===== src/rtl/rx_escape.sv =====
// Receive-side escape decoder: strips ESC prefixes, flags commands and
// buffers decoded {command, data} symbols in a small first-word-fall-through FIFO.
module rx_escape #(
    parameter logic [7:0]  ESC   = 8'hB1,
    parameter int unsigned DEPTH = 4
) (
    input  logic       CLK_I,
    input  logic       RST_NI,
    input  logic [7:0] DATA_RECV_I,
    input  logic       RX_VALID_I,
    output logic [7:0] DATA_RECV_O,
    output logic       COMMAND_O,
    output logic       VALID_O,
    input  logic       READ_I,
    output logic       OVERRUN_O,
    input  logic       CLEAR_I
);

    localparam int unsigned AW = $clog2(DEPTH);
    localparam int unsigned SW = 9;

    typedef enum logic {
        S_NORMAL = 1'b0,
        S_ESC    = 1'b1
    } state_t;

    state_t          state;
    logic [SW-1:0]   mem [DEPTH];
    logic [AW-1:0]   wr_ptr;
    logic [AW-1:0]   rd_ptr;
    logic [AW:0]     count;

    logic            sym_valid;
    logic [SW-1:0]   sym_word;
    logic            full;
    logic            pop;
    logic            push;
    logic            is_esc;

    // Symbol produced by the current strobe, if any
    always_comb begin
        sym_valid = 1'b0;
        sym_word  = '0;
        is_esc    = (DATA_RECV_I == ESC);
        if (RX_VALID_I) begin
            case (state)
                S_NORMAL: begin
                    sym_valid = !is_esc;
                    sym_word  = {1'b0, DATA_RECV_I};
                end
                S_ESC: begin
                    sym_valid = 1'b1;
                    sym_word  = {!is_esc, DATA_RECV_I};
                end
                default: begin
                    sym_valid = 1'b0;
                    sym_word  = '0;
                end
            endcase
        end
    end

    assign full = (count == (AW + 1)'(DEPTH));
    assign pop  = READ_I && VALID_O && !CLEAR_I;
    // A full FIFO still accepts a symbol when the head is popped on the same edge
    assign push = sym_valid && (!full || pop) && !CLEAR_I;

    always_ff @(posedge CLK_I or negedge RST_NI) begin
        if (!RST_NI) begin
            state     <= S_NORMAL;
            wr_ptr    <= '0;
            rd_ptr    <= '0;
            count     <= '0;
            OVERRUN_O <= 1'b0;
        end else if (CLEAR_I) begin
            state     <= S_NORMAL;
            wr_ptr    <= '0;
            rd_ptr    <= '0;
            count     <= '0;
            OVERRUN_O <= 1'b0;
        end else begin
            if (RX_VALID_I) begin
                state <= (state == S_NORMAL && is_esc) ? S_ESC : S_NORMAL;
            end
            if (push) begin
                wr_ptr <= wr_ptr + AW'(1);
            end
            if (pop) begin
                rd_ptr <= rd_ptr + AW'(1);
            end
            if (push && !pop) begin
                count <= count + (AW + 1)'(1);
            end else if (pop && !push) begin
                count <= count - (AW + 1)'(1);
            end
            if (sym_valid && !push) begin
                OVERRUN_O <= 1'b1;
            end
        end
    end

    // Storage carries no reset; entries are only observed while counted valid
    always_ff @(posedge CLK_I) begin
        if (push) begin
            mem[wr_ptr] <= sym_word;
        end
    end

    assign VALID_O     = (count != '0);
    assign DATA_RECV_O = VALID_O ? mem[rd_ptr][7:0] : 8'h00;
    assign COMMAND_O   = VALID_O ? mem[rd_ptr][8]   : 1'b0;

endmodule

===== config.mk =====
export PLATFORM = sky130hd
export DESIGN_NAME = rx_escape
export DESIGN_NICKNAME = d
export VERILOG_FILES = /design/src/rtl/rx_escape.sv
export SDC_FILE = /design/constraint.sdc
export NUM_CORES = 1
export LEC_CHECK = 0
export CAP_MARGIN = 25
export CORE_UTILIZATION = 55
export DETAILED_ROUTE_END_ITERATION = 16
export GPL_TIMING_DRIVEN = 0
export MAX_ROUTING_LAYER = met4
export PLACE_DENSITY = 0.84
export RECOVER_POWER = 50
export SYNTH_ARGS = -nofsm -noshare
export SYNTH_HDL_FRONTEND = slang
export SYNTH_SLANG_ARGS = --single-unit

===== constraint.sdc =====
create_clock -name CLK_I -period 2.75 [get_ports CLK_I]
set_clock_uncertainty 0.15 [all_clocks]
set_input_delay 0.55 -clock CLK_I [delete_from_list [all_inputs] [get_ports CLK_I]]
set_output_delay 0.55 -clock CLK_I [all_outputs]
set_load 0.05 [all_outputs]

==> flow_metrics.py, run 1 <==
metrics = {
    "outcome": {
        "status": "complete, no violations",
    },
    "place": {
        "placed_cells": 204,
        "io_buffer_count": 23,
        "place_congestion": 0.787,
        "dpl.hpwl_um": 2780,
    },
    "sta": {
        "rsz0062_at_grt": "yes",
        "max_slew_margin": 0.634,
        "fmax_mhz": 373,
        "worstMarginPinSlew_ns": 0.550,
        "slew_violations": 0,
        "min_period_ns": 2.68,
        "fin_setup_tns_ns": 0,
        "finalCritPeriodShare": 0.975,
        "hold_viol_final": 0,
        "setup_violations": 0,
    },
    "synthesis": {
        "synth.net_count": 153,
        "synth_compound_area_frac": 0.0583,
        "yosys.area.top_type_share": 0.520,
        "syn_area_um2": 2080,
        "synth_edf_count": 36,
        "synthTopCellsByArea": "edfxtp_1 (52%), dfrtp_1 (11%), mux4_2 (9.7%)",
        "syn_inst": 135,
        "yosysTopAreaCell": "edfxtp_1",
        "yosys-top-cells-count": "edfxtp_1 (36), and2_1 (20), dfrtp_1 (9), mux4_2 (9), inv_1 (8)",
        "synth-seq-cells": 45,
        "synth.avg_cell_area_um2": 15.4,
        "synth_xor_area_frac": 0.00842,
        "synth.distinct_cells": 33,
        "synth.area.mux_share": 0.119,
        "async_reset_ff_frac": 0.200,
        "synth_ff_type": "edfxtp_1",
        "synth_fa_ha_area_frac": 0.0337,
        "synth_top_family_by_area": "simple AND/OR/NAND/NOR gates",
        "synthSimpleGateAreaFrac": 0.130,
        "synth.most_common_cell": "edfxtp_1",
        "synth_seq_area_share": 0.628,
        "yosysWarnings": 0,
    },
    "floorplan": {
        "num_io_pins": 24,
        "initial_utilization": 0.600,
        "rows": 21,
        "die-area_um2": 4030,
        "die_w_um": 63.5,
        "core_region_area_um2": 3470,
        "chipHeight_um": 63.5,
    },
    "drt": {
        "wl_per_cell_um": 20.0,
        "drc": 0,
        "wirelength_um": 4300,
        "postRouteAntennaNets": 0,
        "avgViaCountPerCell": 6.00,
        "dr.pass1.iters": 4,
        "first_iter_violations": 75,
        "num_vias": 1289,
    },
    "clocking": {
        "clkSinkCount": 45,
        "cts_buffer_depth": 2,
        "cts-root-buf": "clkbuf_8",
        "numCtsBuffers": 5,
        "cts_tree": "done",
        "cts_hold_buf": 0,
        "clk_latency_ns": 0.29,
        "cts-htree-levels": 2,
        "cts.clk_slew.worst_paths_ns": 0.07,
    },
    "layout": {
        "fillers": 239,
        "layout.cells.non_filler": 215,
        "nets": 186,
        "diodes": 0,
        "drive_gt1_frac": 0.201,
        "areaGrowthSynthToFinish_pct": 19.4,
    },
    "critical_path": {
        "startpoint_type": "flop",
        "crit_fanout": 10,
        "crit_path_cell_trace": "buf_6, mux4_2, and2_1, dlygate4sd2_1",
        "crit_arrival_ns": 1.98,
        "slowest_stage": "mux4_2",
        "end_kind": "primary output",
        "crit_path_max_incr_delay_ns": 0.50,
        "critPathKind": "flop to primary output",
        "critPathRequiredTime_ns": 2.05,
    },
    "global_route": {
        "grt_max_degree": 14,
        "antenna_found_initial": 0,
        "track_usage": 0.246,
        "grt_pass1_vias": 1273,
        "grt_overflow": 0,
        "grt_pass1_wl_um": 6670,
    },
    "power_and_ir_drop": {
        "p_leak_nw": 0.895,
        "power_density_nw_per_um2": 879,
        "power.total_w": 0.00218,
        "peakVddDrop_uv": 350,
    },
    "min_path": {
        "hp-class": "flop to flop",
    },
    "run": {
        "drv_cap": 0,
    },
}
-- report_power, final --
part	leakage [nW]	internal (W)	switching, W
Sequential	0.453	0.000794	0.0000543
Clock	0.0422	0.000178	0.000206
Combinational	0.400	0.000366	0.000586
Total	0.895	0.00134	0.000846
-- repair_timing --
item                                    CTS  global route
gates cloned                              0             0
setup buffers                             2             2
pin swaps                                 2             3
resized for setup                        20            11
endpoints found under the setup margin   11            18
-- cell usage in the layout, fill, tap and decap left out, types with 2 or more instances in the layout --
master           netlist  routed
dlygate4sd3_1          0       2
and2_0                 0       8
o211ai_1               2       2
nor2_1                 7       7
inv_1                  8       8
nand4_1                2       2
dlygate4sd2_1          0       6
clkbuf_1               3       5
clkdlybuf4s50_1        0      10
a21oi_1                4       3
a211oi_1               2       2
mux4_2                 9       9
nand2_1                3       3
clkdlybuf4s15_2        0       2
or3_1                  2       2
clkbuf_8               0       5
buf_4                  0       2
and2_1                20      13
edfxtp_1              36      36
o21ai_0                3       3
mux2_4                 3       3
dfrtp_1                9       9
ha_1                   4       4
clkbuf_2               0       4
-- through the flow --
stage          cell area, µm²  setup slack [ns]   util  hold slack [ns]
2_1_floorplan            2080             0.276      -            0.104
3_3_place_gp             2370            -0.463  0.683            0.333
3_5_place_dp             2370            -0.509  0.683            0.337
4_1_cts                  2480           -0.0258  0.715            0.358
5_1_grt                  2480           -0.0201  0.716            0.415
6_report                 2480            0.0691  0.716            0.356
-- cell families after synthesis --
logic type | count (synthesis)
compound gates | 16
xor+xnor | 2
fa+ha+maj | 5
buf+inv | 12
flops | 45
mux | 12
simple gates | 43
-- path summary, 6_finish.rpt --
path                       slack [ns]       from              to  cells after the start
setup / recovery                 0.07  rd_ptr[0]  DATA_RECV_O[3]                      4
hold / removal                   0.36  OVERRUN_O       OVERRUN_O                      2
setup reg to reg                 0.14   count[1]        count[2]                      7
hold reg to reg                  0.36  OVERRUN_O       OVERRUN_O                      2
max in group asynchronous        1.65     RST_NI       wr_ptr[1]                      1
min in group asynchronous        0.49     RST_NI           state                      1
-- flip-flops by register name, summed over array words and instances (netlist names) --
name / cells
mem: 36
count: 3
rd_ptr: 2
wr_ptr: 2
OVERRUN_O: 1
state: 1
-- worst max-delay path, delay by kind of cell, from the launching register on --
family	cells	cell delay, ns
muxes	1	0.50
DFF	1	0.39
buffers and inverters	2	0.61
and+or+nand+nor	1	0.18
-- final cells by class --
| cell class | instances | area, µm² | area share |
|---|---|---|---|
| Timing Repair Buffer | 27 | 233 | 0.0937 |
| Multi-Input combinational cell | 78 | 757 | 0.305 |
| Sequential cell | 45 | 1310 | 0.526 |
| Tap cell | 46 | 57.6 | 0.0232 |
| Clock inverter | 1 | 5.00 | 0.00201 |
| Buffer | 3 | 20.0 | 0.00806 |
| Clock buffer | 7 | 76.3 | 0.0307 |
| Inverter | 8 | 30.0 | 0.0121 |
-- layer usage --
| metal | routed length, µm | vias to the layer above | track usage |
|---|---|---|---|
| li1 | - | 579 | - |
| met1 | 1740 | 643 | 0.285 |
| met2 | 2250 | 57 | 0.402 |
| met3 | 221 | 10 | 0.0797 |
| met4 | 85 | 0 | 0.0824 |
| met5 | 0 | - | - |
Power figures use the tool's default switching activity.
==> run 2: changes to the inputs <==
--- a/config.mk
+++ b/config.mk
@@ -12,6 +12,7 @@
 export MAX_ROUTING_LAYER = met4
 export PLACE_DENSITY = 0.84
 export RECOVER_POWER = 50
+export SLEW_MARGIN = 30
 export SYNTH_ARGS = -nofsm -noshare
 export SYNTH_HDL_FRONTEND = slang
 export SYNTH_SLANG_ARGS = --single-unit
==> constraint.sdc (replaced) <==
create_clock -name CLK_I -period 3.4 [get_ports CLK_I]
set_clock_uncertainty 0.15 [all_clocks]
set_input_delay 0.68 -clock CLK_I [delete_from_list [all_inputs] [get_ports CLK_I]]
set_output_delay 0.68 -clock CLK_I [all_outputs]
set_load 0.05 [all_outputs]
==> run 2 against run 1 <==
Count of clock-buffer cells in the layout unchanged. Highest routed layer unchanged. Hold slack worse by 0.0013 ns. Flip-flop and latch count is the same. Sequential share of layout area increased by 1.1 points.
==> flow_metrics.py, run 2 (same netlist as run 1, synthesis figures left out) <==
metrics = {
    "place": {
        "dpl_cell_area_um2": 2370,
        "dp_slack_ns": 0.0110,
        "place_congestion": 0.787,
        "dpl.hpwl_um": 2780,
        "placed_cells": 204,
        "io_buffer_count": 23,
    },
    "sta": {
        "rsz0062_at_grt": "no",
        "fin_setup_tns_ns": 0,
        "min_period_ns": 3.27,
        "fmax_mhz": 306,
        "hold_viol_final": 0,
        "max_slew_margin": 0.571,
        "setup_violations": 0,
        "worstMarginPinSlew_ns": 0.643,
        "fin_ws_ns": 0.130,
        "finalCritPeriodShare": 0.962,
        "slew_violations": 0,
    },
    "layout": {
        "largest_reg_flops": 36,
        "largest-register": "mem",
        "fillers": 249,
        "final_common_cell": "edfxtp_1",
        "fin_area_um2": 2430,
        "reg_top3": "mem (36), count (3)",
        "layout_common_cells": "edfxtp_1 (36), clkdlybuf4s50_1 (21), and2_1 (13)",
        "diodes": 0,
        "drive_gt1_frac": 0.133,
        "areaGrowthSynthToFinish_pct": 17.0,
        "layout.cells.non_filler": 212,
        "nets": 183,
    },
    "clocking": {
        "clk_latency_ns": 0.29,
        "cts_buffer_depth": 2,
        "numCtsBuffers": 5,
        "cts-htree-levels": 2,
        "cts-root-buf": "clkbuf_8",
        "cts.clk_slew.worst_paths_ns": 0.08,
        "cts_setup_buffers": 0,
        "cts_resized": 0,
        "clkSinkCount": 45,
        "cts_tree": "done",
        "cts_hold_buf": 0,
    },
    "global_route": {
        "antenna_found_initial": 0,
        "top_usage_layer": "met2",
        "gr-usage-met2": 0.399,
        "grt_pass1_wl_um": 6440,
        "grtUsageMet1": 0.274,
        "grt_overflow": 0,
        "track_usage": 0.236,
        "grt_max_degree": 14,
        "grt_pass1_vias": 1255,
        "use_met3": 0.0525,
    },
    "outcome": {
        "status": "complete, no violations",
    },
    "drt": {
        "num_vias": 1260,
        "drc": 0,
        "wl_per_cell_um": 19.3,
        "first_iter_violations": 79,
        "postRouteAntennaNets": 0,
        "avgViaCountPerCell": 5.94,
        "dr.pass1.iters": 4,
        "wirelength_um": 4090,
    },
    "critical_path": {
        "critPathKind": "flop to primary output",
        "crit_arrival_ns": 2.44,
        "crit_fanout": 10,
        "end_kind": "primary output",
        "startpoint_type": "flop",
        "critPathRequiredTime_ns": 2.57,
    },
    "power_and_ir_drop": {
        "power.total_w": 0.00176,
        "p_leak_nw": 0.856,
        "peakVddDrop_uv": 275,
        "power_density_nw_per_um2": 725,
    },
    "floorplan": {
        "die_w_um": 63.5,
        "die-area_um2": 4030,
        "num_io_pins": 24,
        "core_region_area_um2": 3470,
        "chipHeight_um": 63.5,
        "rows": 21,
        "initial_utilization": 0.600,
    },
    "min_path": {
        "hp-class": "flop to flop",
    },
    "run": {
        "drv_cap": 0,
    },
}
[run 2: cell count changes in the layout (fill, tap and decap cells not counted), moves of 2 or more]
cell,delta
clkbuf_2,-4
dlygate4sd2_1,-6
clkdlybuf4s15_2,-2
clkdlybuf4s50_1,+11
buf_4,-2
[run 2: where the power goes]
group / switching (W) / total, W / leakage, nW / internal [W]
clock: 0.000165 / 0.000309 / 0.0422 / 0.000144
combinational: 0.000468 / 0.000779 / 0.361 / 0.000311
sequential: 0.0000332 / 0.000675 / 0.453 / 0.000642
total: 0.000667 / 0.00176 / 0.856 / 0.00110
[run 2: critical path, stage by stage, from the launching register on]
cell,delay (ns)
dfrtp_1,0.38
buf_2,0.33
mux4_2,0.57
and2_1,0.17
clkdlybuf4s50_1,0.69
[run 2: path summary, 6_finish.rpt]
check / to / slack [ns] / start / cells past startpoint
hold / removal: OVERRUN_O / 0.36 / OVERRUN_O / 2
min in group asynchronous: OVERRUN_O / 0.62 / RST_NI / 1
setup / recovery: DATA_RECV_O[6] / 0.13 / rd_ptr[0] / 4
hold reg to reg: OVERRUN_O / 0.36 / OVERRUN_O / 2
setup reg to reg: count[2] / 0.59 / count[1] / 7
max in group asynchronous: rd_ptr[0] / 2.17 / RST_NI / 1
[run 2: per-layer routing]
metal | vias up | part of all wire
li1 | 572 | -
met1 | 628 | 0.39
met2 | 51 | 0.52
met3 | 9 | 0.068
met4 | 0 | 0.020
met5 | - | 0
[run 2: layout make-up]
class,instances,area (µm²),area share
Sequential cell,45,1310,0.537
Multi-Input combinational cell,78,712,0.293
Timing Repair Buffer,23,230,0.0946
Clock buffer,7,76.3,0.0314
Tap cell,46,57.6,0.0237
Inverter,8,30.0,0.0123
Buffer,4,16.3,0.00668
Clock inverter,1,5.00,0.00206
[run 2: through the flow]
step | utilization | hold slack (ns)
after floorplan | - | 0.234
after global placement | 0.683 | 0.333
after detailed placement | 0.683 | 0.337
after CTS | 0.706 | 0.358
after global routing | 0.702 | 0.414
final | 0.702 | 0.355
==> run 3: changes to the inputs <==
--- a/config.mk
+++ b/config.mk
@@ -6,6 +6,7 @@
 export NUM_CORES = 1
 export LEC_CHECK = 0
 export CAP_MARGIN = 25
+export CORE_ASPECT_RATIO = 1.2
 export CORE_UTILIZATION = 55
 export DETAILED_ROUTE_END_ITERATION = 16
 export GPL_TIMING_DRIVEN = 0
==> run 3 against run 2 <==
Hold slack worse by 0.0022 ns. First-iteration DRC count shrank 19%. Worst setup slack worse by 0.034 ns. Flip-flop and latch count did not move. Sequential share of layout area shrank 0.19 points. Fmax is 1.0% lower. Combinational power hardly changed. Die area about the same. Core utilization shrank 2.9 points. Highest routed layer unchanged. Largest cell class unchanged. Critical endpoint is now count[2]. Count of clock-buffer cells in the layout shrank 1.
==> flow_metrics.py, run 3 (same netlist as run 1, synthesis figures left out) <==
metrics = {
    "outcome": {
        "status": "complete, no violations",
    },
    "critical_path": {
        "r2r_cells": 7,
        "crit_fanout": 9,
        "crit_path_cell_trace": "dlygate4sd3_1, inv_1, a31o_2, nor4_1, fa_1, and3b_1, nand4_1, a32oi_1, o211ai_1",
        "startpoint_type": "input port",
        "crit_path_max_incr_delay_ns": 0.72,
        "crit_arrival_ns": 3.29,
        "end_kind": "flop",
        "worstReg2RegStart": "count[1]",
        "slowest_stage": "dlygate4sd3_1",
        "rrSetupSlack_ns": 0.59,
        "critPathKind": "input port to flop",
        "critPathRequiredTime_ns": 3.39,
        "r2r-end": "count[2]",
    },
    "clocking": {
        "cts_buffer_depth": 2,
        "cts_tree": "done",
        "cts-root-buf": "clkbuf_8",
        "cts-htree-levels": 2,
        "cts_setup_buffers": 0,
        "numCtsBuffers": 5,
        "cts_hold_buf": 0,
        "cts_resized": 0,
        "clkSinkCount": 45,
        "clk_latency_ns": 0.28,
        "cts.clk_slew.worst_paths_ns": 0.08,
    },
    "global_route": {
        "track_usage": 0.219,
        "antenna_found_initial": 0,
        "grt_max_degree": 14,
        "grt_overflow": 0,
        "grt_pass1_vias": 1333,
        "grt_pass1_wl_um": 6240,
    },
    "min_path": {
        "hold_depth": 2,
        "hp-class": "flop to flop",
        "hold_path_end": "OVERRUN_O",
        "min-delay-start": "OVERRUN_O",
    },
    "floorplan": {
        "chipHeight_um": 69.4,
        "num_io_pins": 24,
        "die-area_um2": 4030,
        "initial_utilization": 0.573,
        "die_w_um": 58.2,
        "rows": 24,
        "core_region_area_um2": 3630,
    },
    "sta": {
        "worstMarginPinSlew_ns": 0.665,
        "fin_setup_tns_ns": 0,
        "slew_violations": 0,
        "rsz0062_at_grt": "no",
        "min_period_ns": 3.30,
        "fin_ws_ns": 0.0965,
        "max_slew_margin": 0.557,
        "setup_violations": 0,
        "finalCritPeriodShare": 0.972,
        "fmax_mhz": 303,
        "hold_viol_final": 0,
    },
    "drt": {
        "wirelength_um": 3810,
        "dr.pass1.iters": 4,
        "postRouteAntennaNets": 0,
        "drc": 0,
        "avgViaCountPerCell": 5.65,
        "first_iter_violations": 64,
        "wl_per_cell_um": 17.5,
        "num_vias": 1232,
    },
    "layout": {
        "final_common_cell": "edfxtp_1",
        "fillers": 252,
        "layout_common_cells": "edfxtp_1 (36), clkdlybuf4s50_1 (19), and2_1 (13)",
        "reg_top3": "mem (36), count (3)",
        "drive_gt1_frac": 0.139,
        "nets": 183,
        "layout.cells.non_filler": 218,
        "areaGrowthSynthToFinish_pct": 17.4,
        "largest-register": "mem",
        "largest_reg_flops": 36,
        "diodes": 0,
        "fin_area_um2": 2440,
    },
    "place": {
        "io_buffer_count": 23,
        "dp_slack_ns": -0.0598,
        "dpl_cell_area_um2": 2380,
        "placed_cells": 210,
        "dpl.hpwl_um": 2780,
        "place_congestion": 0.748,
    },
    "power_and_ir_drop": {
        "p_leak_nw": 0.859,
        "power_density_nw_per_um2": 719,
        "peakVddDrop_uv": 383,
    },
    "run": {
        "drv_cap": 0,
    },
}
run 3: final cells by class:
class | count | area, µm² | share of cell area
flip-flops and latches | 45 | 1310 | 0.535
multi-input cells | 78 | 712 | 0.291
repair buffers | 23 | 230 | 0.0943
clock buffers | 6 | 72.6 | 0.0297
well taps | 52 | 65.1 | 0.0266
inverters | 8 | 30.0 | 0.0123
plain buffers | 4 | 16.3 | 0.00666
clock inverters | 2 | 10.0 | 0.00410
run 3: routing by layer:
layer / global-route usage / share of wire
met4: 0.0899 / 0.018
met1: 0.250 / 0.38
met3: 0.0410 / 0.048
met2: 0.374 / 0.55
met5: - / 0
run 3: critical path: cells and delay by family:
| kind | cells | cell delay [ns] |
|---|---|---|
| AO/OA/AOI/OAI | 3 | 0.65 |
| buffers and inverters | 2 | 0.89 |
| adder cells (fa/ha/maj) | 1 | 0.37 |
| AND/OR/NAND/NOR | 3 | 0.71 |
run 3: how the worst max path moves through the flow:
stage	depth (start not counted)	slack [ns]	from	to
after global placement	9	0.05	RX_VALID_I	count[2]
after global routing	4	0.05	rd_ptr[1]	DATA_RECV_O[3]
after CTS	4	0.13	rd_ptr[0]	DATA_RECV_O[5]
final	9	0.1	RX_VALID_I	count[2]
after detailed placement	9	-0.06	RX_VALID_I	count[2]
after floorplan	8	0.80	DATA_RECV_I[4]	count[2]
run 3: metrics by stage:
stage	hold slack [ns]	utilization	power [W]
6_report	0.353	0.672	0.00176
4_1_cts	0.361	0.677	0.00177
3_5_place_dp	0.340	0.654	0.00147
2_1_floorplan	0.234	-	0.00124
5_1_grt	0.399	0.672	0.00184
3_3_place_gp	0.331	0.654	0.00144
run 3: where the power goes:
group / internal, W / switching (W) / leakage, nW
clock: 0.000142 / 0.000159 / 0.0450
sequential: 0.000642 / 0.0000329 / 0.453
combinational: 0.000311 / 0.000467 / 0.361
